`config.mk`:
```
export PLATFORM = sky130hd
export DESIGN_NAME = spi_master_flat
export DESIGN_NICKNAME = d
export VERILOG_FILES = /design/src/rtl/spi_master_if.sv /design/src/rtl/spi_master.sv /design/src/flat_wrapper.sv
export SDC_FILE = /design/constraint.sdc
export NUM_CORES = 1
export LEC_CHECK = 0
export BUFFER_PORTS_ARGS = -buffer_cell sky130_fd_sc_hd__buf_2
export CAP_MARGIN = 15
export CORE_AREA = 2 2 52 102
export CTS_BUF_LIST = sky130_fd_sc_hd__clkbuf_4 sky130_fd_sc_hd__clkbuf_8
export DETAILED_ROUTE_END_ITERATION = 16
export DIE_AREA = 0 0 54 104
export PLACE_DENSITY = 0.51
export SLEW_MARGIN = 20
export SYNTH_ARGS = -nofsm -noshare
export SYNTH_HDL_FRONTEND = slang
export SYNTH_SLANG_ARGS = --single-unit
export TNS_END_PERCENT = 5
```
`constraint.sdc`:
```
create_clock -name clk -period 2.7 [get_ports clk]
set_input_delay 0.135 -clock clk [delete_from_list [all_inputs] [get_ports clk]]
set_output_delay 0.135 -clock clk [all_outputs]
set_load 0.01 [all_outputs]
```
`src/rtl/spi_master_if.sv`:
```
// Host-side request/reply bundle for spi_master.
// The SPI pins (MOSI, SS_n, MISO) stay plain ports on the master itself.
interface spi_master_if #(
    parameter int RD_W = 8
) ();
    logic            req_valid;
    logic            req_ready;
    logic [1:0]      req_cmd;
    logic [7:0]      req_data;
    logic [RD_W-1:0] rd_data;
    logic            rd_valid;
    logic            busy;

    modport master (
        output req_valid, req_cmd, req_data,
        input  req_ready, rd_data, rd_valid, busy
    );

    modport slave (
        input  req_valid, req_cmd, req_data,
        output req_ready, rd_data, rd_valid, busy
    );
endinterface

```
`src/rtl/spi_master.sv`:
```
// SPI initiator: shifts out 10-bit command frames MSB first and, for read-data
// commands, collects the RD_W-bit reply from MISO after RD_LAT idle cycles.
module spi_master #(
    parameter int FRAME_W = 10,
    parameter int RD_W    = 8,
    parameter int RD_LAT  = 2,
    parameter int GAP     = 1
) (
    input  logic        clk,
    input  logic        rst_n,
    spi_master_if.slave host,
    output logic        MOSI,
    output logic        SS_n,
    input  logic        MISO
);
    localparam logic [2:0] S_IDLE  = 3'd0;
    localparam logic [2:0] S_SHIFT = 3'd1;
    localparam logic [2:0] S_WAIT  = 3'd2;
    localparam logic [2:0] S_READ  = 3'd3;
    localparam logic [2:0] S_GAP   = 3'd4;

    localparam logic [3:0] LAST_SHIFT = 4'(FRAME_W - 1);
    localparam logic [3:0] LAST_WAIT  = 4'(RD_LAT - 1);
    localparam logic [3:0] LAST_READ  = 4'(RD_W - 1);
    localparam logic [3:0] LAST_GAP   = 4'(GAP - 1);

    logic [2:0]         state_q, state_d;
    logic [3:0]         cnt_q, cnt_d;
    logic [FRAME_W-1:0] tx_q, tx_d;
    // The final reply bit is taken straight from MISO, so only RD_W-1 bits are stored.
    logic [RD_W-2:0]    rx_q, rx_d;
    logic               is_read_q, is_read_d;
    logic [RD_W-1:0]    rd_data_q, rd_data_d;
    logic               rd_valid_q, rd_valid_d;
    logic               ss_n_q, ss_n_d;
    logic               mosi_q, mosi_d;

    always_comb begin
        // NOTE: every variable gets a default first so no path can infer a latch.
        state_d    = state_q;
        cnt_d      = cnt_q + 4'd1;
        tx_d       = tx_q;
        rx_d       = rx_q;
        is_read_d  = is_read_q;
        rd_data_d  = rd_data_q;
        rd_valid_d = 1'b0;

        case (state_q)
            S_IDLE: begin
                cnt_d = 4'd0;
                if (host.req_valid) begin
                    tx_d      = FRAME_W'({host.req_cmd, host.req_data});
                    is_read_d = (host.req_cmd == 2'b11);
                    state_d   = S_SHIFT;
                end
            end
            S_SHIFT: begin
                tx_d = tx_q << 1;
                if (cnt_q == LAST_SHIFT) begin
                    cnt_d = 4'd0;
                    if (!is_read_q)       state_d = S_GAP;
                    else if (RD_LAT == 0) state_d = S_READ;
                    else                  state_d = S_WAIT;
                end
            end
            S_WAIT: begin
                if (cnt_q == LAST_WAIT) begin
                    cnt_d   = 4'd0;
                    state_d = S_READ;
                end
            end
            S_READ: begin
                rx_d = {rx_q[RD_W-3:0], MISO};
                if (cnt_q == LAST_READ) begin
                    cnt_d      = 4'd0;
                    rd_data_d  = {rx_q, MISO};
                    rd_valid_d = 1'b1;
                    state_d    = S_GAP;
                end
            end
            S_GAP: begin
                if (cnt_q == LAST_GAP) begin
                    cnt_d   = 4'd0;
                    state_d = S_IDLE;
                end
            end
            default: begin
                cnt_d   = 4'd0;
                state_d = S_IDLE;
            end
        endcase

        // Pin values are derived from the next state so both pins come straight off flops.
        ss_n_d = (state_d == S_IDLE) || (state_d == S_GAP);
        mosi_d = (state_d == S_SHIFT) ? tx_d[FRAME_W-1] : 1'b0;
    end

    // NOTE: sequential state uses non-blocking assignments only.
    always_ff @(posedge clk or negedge rst_n) begin
        if (!rst_n) begin
            state_q    <= S_IDLE;
            cnt_q      <= 4'd0;
            tx_q       <= '0;
            rx_q       <= '0;
            is_read_q  <= 1'b0;
            rd_data_q  <= '0;
            rd_valid_q <= 1'b0;
            ss_n_q     <= 1'b1;
            mosi_q     <= 1'b0;
        end else begin
            state_q    <= state_d;
            cnt_q      <= cnt_d;
            tx_q       <= tx_d;
            rx_q       <= rx_d;
            is_read_q  <= is_read_d;
            rd_data_q  <= rd_data_d;
            rd_valid_q <= rd_valid_d;
            ss_n_q     <= ss_n_d;
            mosi_q     <= mosi_d;
        end
    end

    assign MOSI           = mosi_q;
    assign SS_n           = ss_n_q;
    assign host.req_ready = (state_q == S_IDLE);
    assign host.busy      = (state_q != S_IDLE);
    assign host.rd_data   = rd_data_q;
    assign host.rd_valid  = rd_valid_q;
endmodule

```
`src/flat_wrapper.sv`:
```
// flat-port wrapper written by rule: the top's interface ports become plain ports
module spi_master_flat 
#(
    parameter int FRAME_W = 10,
    parameter int RD_W    = 8,
    parameter int RD_LAT  = 2,
    parameter int GAP     = 1
)
  (clk, rst_n, MOSI, SS_n, MISO, host_req_valid, host_req_cmd, host_req_data, host_req_ready, host_rd_data, host_rd_valid, host_busy);
  spi_master_if #(.RD_W(RD_W)) host_i ();
  input  logic clk;
  input  logic rst_n;
  output logic MOSI;
  output logic SS_n;
  input  logic MISO;
  input wire logic [$bits(host_i.req_valid)-1:0] host_req_valid;
  input wire logic [$bits(host_i.req_cmd)-1:0] host_req_cmd;
  input wire logic [$bits(host_i.req_data)-1:0] host_req_data;
  output wire logic [$bits(host_i.req_ready)-1:0] host_req_ready;
  output wire logic [$bits(host_i.rd_data)-1:0] host_rd_data;
  output wire logic [$bits(host_i.rd_valid)-1:0] host_rd_valid;
  output wire logic [$bits(host_i.busy)-1:0] host_busy;
  assign host_i.req_valid = host_req_valid;
  assign host_i.req_cmd = host_req_cmd;
  assign host_i.req_data = host_req_data;
  assign host_req_ready = host_i.req_ready;
  assign host_rd_data = host_i.rd_data;
  assign host_rd_valid = host_i.rd_valid;
  assign host_busy = host_i.busy;
  spi_master #(.FRAME_W(FRAME_W), .RD_W(RD_W), .RD_LAT(RD_LAT), .GAP(GAP)) u_core (.clk(clk), .rst_n(rst_n), .host(host_i), .MOSI(MOSI), .SS_n(SS_n), .MISO(MISO));
endmodule
```
==> flow_metrics.env <==
export IMPL_run_status="completed"
export IMPL_synth_seq_area_share=0.556
export IMPL_critical_path_max_stage_delay_ns=0.52
export IMPL_yosysUniqueCellTypes=37
export IMPL_grt_first_pass_wirelength_um=5770
export IMPL_drc=0
export IMPL_critical_path_reg2reg_startpoint="u_core.state_q[0]"
export IMPL_p_per_area_mw_per_mm2=1050
export IMPL_detail_route_antenna_nets=0
export IMPL_cts_buffers=5
export IMPL_setup_bufs_post_cts=0
export IMPL_tritoncts="built"
export IMPL_synth_yosys_warnings=0
export IMPL_netlist_instances=133
export IMPL_post_drt_wl_per_cell_um=14.7
export IMPL_critical_path_arrival_ns=2.11
export IMPL_postSynthNetCount=150
export IMPL_timing_rr_end="u_core.MOSI"
export IMPL_synthesized_area_per_cell_um2=12.2
export IMPL_number_of_rows_in_the_core_area=36
export IMPL_post_synth_fa_ha_maj_area_fraction=0.0231
export IMPL_dieHeight_um=104
export IMPL_vdd_drop_max_mv=0.613
export IMPL_asyncSetResetFlopFracSynth=1.00
export IMPL_grt_met2_usage=0.229
export IMPL_setup_viol=0
export IMPL_layout_overhead_on_the_synthesized_area_pct=17.0
export IMPL_start_util=0.333
export IMPL_timing_fmax_mhz=528
export IMPL_syn_area_mm2=0.00162
export IMPL_fin_skew_ns=0.00659
export IMPL_worstPathMaxFanout=11
export IMPL_place_gp_congestion=0.770
export IMPL_instances_no_fill=221
export IMPL_globalRoute_busiestLayer="met2"
export IMPL_antenna_cells_inserted=0
export IMPL_finalHoldWorstSlack_ns=0.0644
export IMPL_post_route_cells_drive_above_1_share=0.341
export IMPL_clock_power_share=0.195
export IMPL_first_global_vias=1194
export IMPL_cts_root_buf="sky130_fd_sc_hd__clkbuf_8"
export IMPL_worstSetupStartpointType="flop"
export IMPL_max_slew_worst_pin_slew_ns=0.806
export IMPL_dpl_cell_count=212
export IMPL_ctsLongestPathBuffers=2
export IMPL_drt_vias_per_instance=4.92
export IMPL_reg2reg_depth=5
export IMPL_worst_setup_slack_for_register_to_register_paths_ns=0.81
export IMPL_clock_sinks=36
export IMPL_cpMaxStageDelayCell="sky130_fd_sc_hd__dfrtp_1"
export IMPL_p_sw_mw=0.714
export IMPL_drt_pass1_iter_count=4
export IMPL_fraction_of_synthesized_area_in_multiplexers=0.104
export IMPL_cp_startpoint="u_core.state_q[0]"
export IMPL_min_path_cells=3
export IMPL_p_leak_nw=0.959
export IMPL_drv_slew=0
export IMPL_simple_gate_share_of_the_synthesized_area=0.144
export IMPL_half_perimeter_wire_length_after_placement_um=2440
export IMPL_p_int_mw=1.27
export IMPL_io_pin_count=27
export IMPL_worst_setup_hold_path_clk_slew_ns=0.07
export IMPL_p_sw_frac=0.360
export IMPL_holdCritStartpoint="host_req_data[2]"
export IMPL_coreArea_mm2=0.00486
export IMPL_post_route_period_util=0.701
export IMPL_finish_net_count=180
export IMPL_synth_ff_type="sky130_fd_sc_hd__dfrtp_1"
export IMPL_clock_insertion_delay_worst_skew_ns=0.28
export IMPL_final_period_minus_worst_setup_slack_ns=1.89
export IMPL_antenna_found_initial=0
export IMPL_total_track_usage=0.140
export IMPL_use_met3=0.0273
export IMPL_tns_ns=0
export IMPL_global_route_overflow_total=0
export IMPL_timing_critical_path_required_ns=2.92
export IMPL_count_of_maximum_capacitance_violations=0
export IMPL_whs_endpoint="u_core.tx_q[2]"
export IMPL_critical_path_cell_chain="nor3b_1 > buf_4 > nor2_1 > a21o_1 > o2111a_1"
export IMPL_seq_power_share=0.444
export IMPL_p_comb_frac=0.360
export IMPL_end_kind="flop"
export IMPL_synth_compound_gate_area_share=0.121
export IMPL_ctsHtreeMaxLevel=2
export IMPL_synth_top_family_by_area="simple AND/OR/NAND/NOR gates"
export IMPL_rsz0062_at_grt="no"
export IMPL_yosys_register_bits=36
export IMPL_grt_start_max_net_pins=37
export IMPL_die_area_mm2=0.00562
export IMPL_grt_met1_usage=0.165
export IMPL_fill_cells=482
export IMPL_synthXorXnorAreaFrac=0.0108
export IMPL_detailedRoute_firstIterationViolations=10
export IMPL_report_final_hold_viol_count=0
export IMPL_synth_edf_count=0
export IMPL_die_x_um=54
export IMPL_worstHoldPathType="primary input to flop"
export IMPL_io_buffer_count=26
export IMPL_critPathKind="flop to flop"
export IMPL_vias=1088
export IMPL_power_mw=1.98
export IMPL_totalWireLength_um=3250
export IMPL_relSlewSlack=0.463
## area by class of cell
class | instances | area, µm² | share of cell area
clock buffers | 7 | 83.8 | 0.0442
well taps | 57 | 71.3 | 0.0376
multi-input cells | 85 | 653 | 0.344
inverters | 6 | 22.5 | 0.0119
clock inverters | 1 | 8.76 | 0.00462
flip-flops and latches | 36 | 902 | 0.476
repair buffers | 29 | 155 | 0.0818
## synthesized netlist by cell type, drive strengths merged, types with 2 or more instances
cell type	count	share of area
nor3b	2	0.0093
ha	3	0.023
o211ai	2	0.012
nand3b	2	0.017
nor2b	3	0.012
dfrtp	35	0.54
buf	6	0.027
nor2	6	0.014
a22oi	9	0.042
nand2	19	0.044
mux2	15	0.10
a22o	2	0.011
a21oi	2	0.0062
nand3	2	0.0062
o21ai	2	0.0062
inv	6	0.014
## cells in the final DEF (no fill, tap or decap), types with 3 or more instances in the layout
cell type / count
sky130_fd_sc_hd__ha_1: 3
sky130_fd_sc_hd__buf_2: 26
sky130_fd_sc_hd__a22oi_1: 9
sky130_fd_sc_hd__clkbuf_8: 5
sky130_fd_sc_hd__nor2b_1: 3
sky130_fd_sc_hd__nand2_1: 19
sky130_fd_sc_hd__inv_1: 6
sky130_fd_sc_hd__mux2_2: 15
sky130_fd_sc_hd__dfrtp_1: 35
sky130_fd_sc_hd__nor2_1: 6
## logic make-up after synthesis
logic type | after synthesis
AND/OR/NAND/NOR | 40
flip-flops | 36
AO/OA/AOI/OAI | 25
multiplexers | 15
buffers and inverters | 12
adder cells (fa/ha/maj) | 3
XOR/XNOR | 2
## stage by stage
stage / cell area [µm²] / util / setup WS [ns]
2_1_floorplan: 1620 / - / 1.17
3_3_place_gp: 1790 / 0.369 / 0.880
3_5_place_dp: 1790 / 0.369 / 0.796
4_1_cts: 1900 / 0.390 / 0.777
5_1_grt: 1900 / 0.390 / 0.626
6_report: 1900 / 0.390 / 0.807
## repair_timing
| item | in CTS | in global routing |
|---|---|---|
| hold endpoints to repair | 35 | 0 |
| hold buffers | 1 | 0 |
| resized for setup | 0 | 0 |
## power groups by stage
stage / sequential [mW] / clock (mW) / combinational [mW]
floorplan: 0.813 / 0 / 0.606
global placement: 0.883 / 0 / 0.712
detailed placement: 0.895 / 0 / 0.730
CTS: 0.885 / 0.407 / 0.733
global route: 0.908 / 0.431 / 0.820
finish: 0.882 / 0.387 / 0.715
## per-layer routing
| layer | vias to the layer above | part of all wire |
|---|---|---|
| met3 | 6 | 0.032 |
| met1 | 530 | 0.39 |
| met5 | - | 0 |
| li1 | 525 | - |
| met2 | 27 | 0.55 |
| met4 | 0 | 0.027 |
## registers in the layout, indices dropped and copies added, names as in the netlist
name	flops
u_core.tx_q	10
u_core.host.rd_data	8
u_core.rx_q	7
u_core.cnt_q	4
u_core.state_q	3
u_core.MOSI	1
u_core.SS_n	1
u_core.host.rd_valid	1
u_core.is_read_q	1
## worst max path at each step
stage                        endpoint  slack (ns)  cells past startpoint
4_1_cts                   u_core.MOSI        0.78                      5
3_5_place_dp              u_core.MOSI        0.80                      5
6_report                  u_core.MOSI        0.81                      5
2_1_floorplan  u_core.host.rd_data[0]        1.17                      4
5_1_grt               u_core.cnt_q[2]        0.63                      6
3_3_place_gp              u_core.MOSI        0.88                      5
## worst max-delay path: cells and delay by family, from the launching register on
kind	cells	cell delay, ns
AO/OA/AOI/OAI	2	0.41
buffers and inverters	1	0.19
flip-flops	1	0.52
AND/OR/NAND/NOR	2	0.71
No activity file was read; power rests on OpenSTA's default activity.
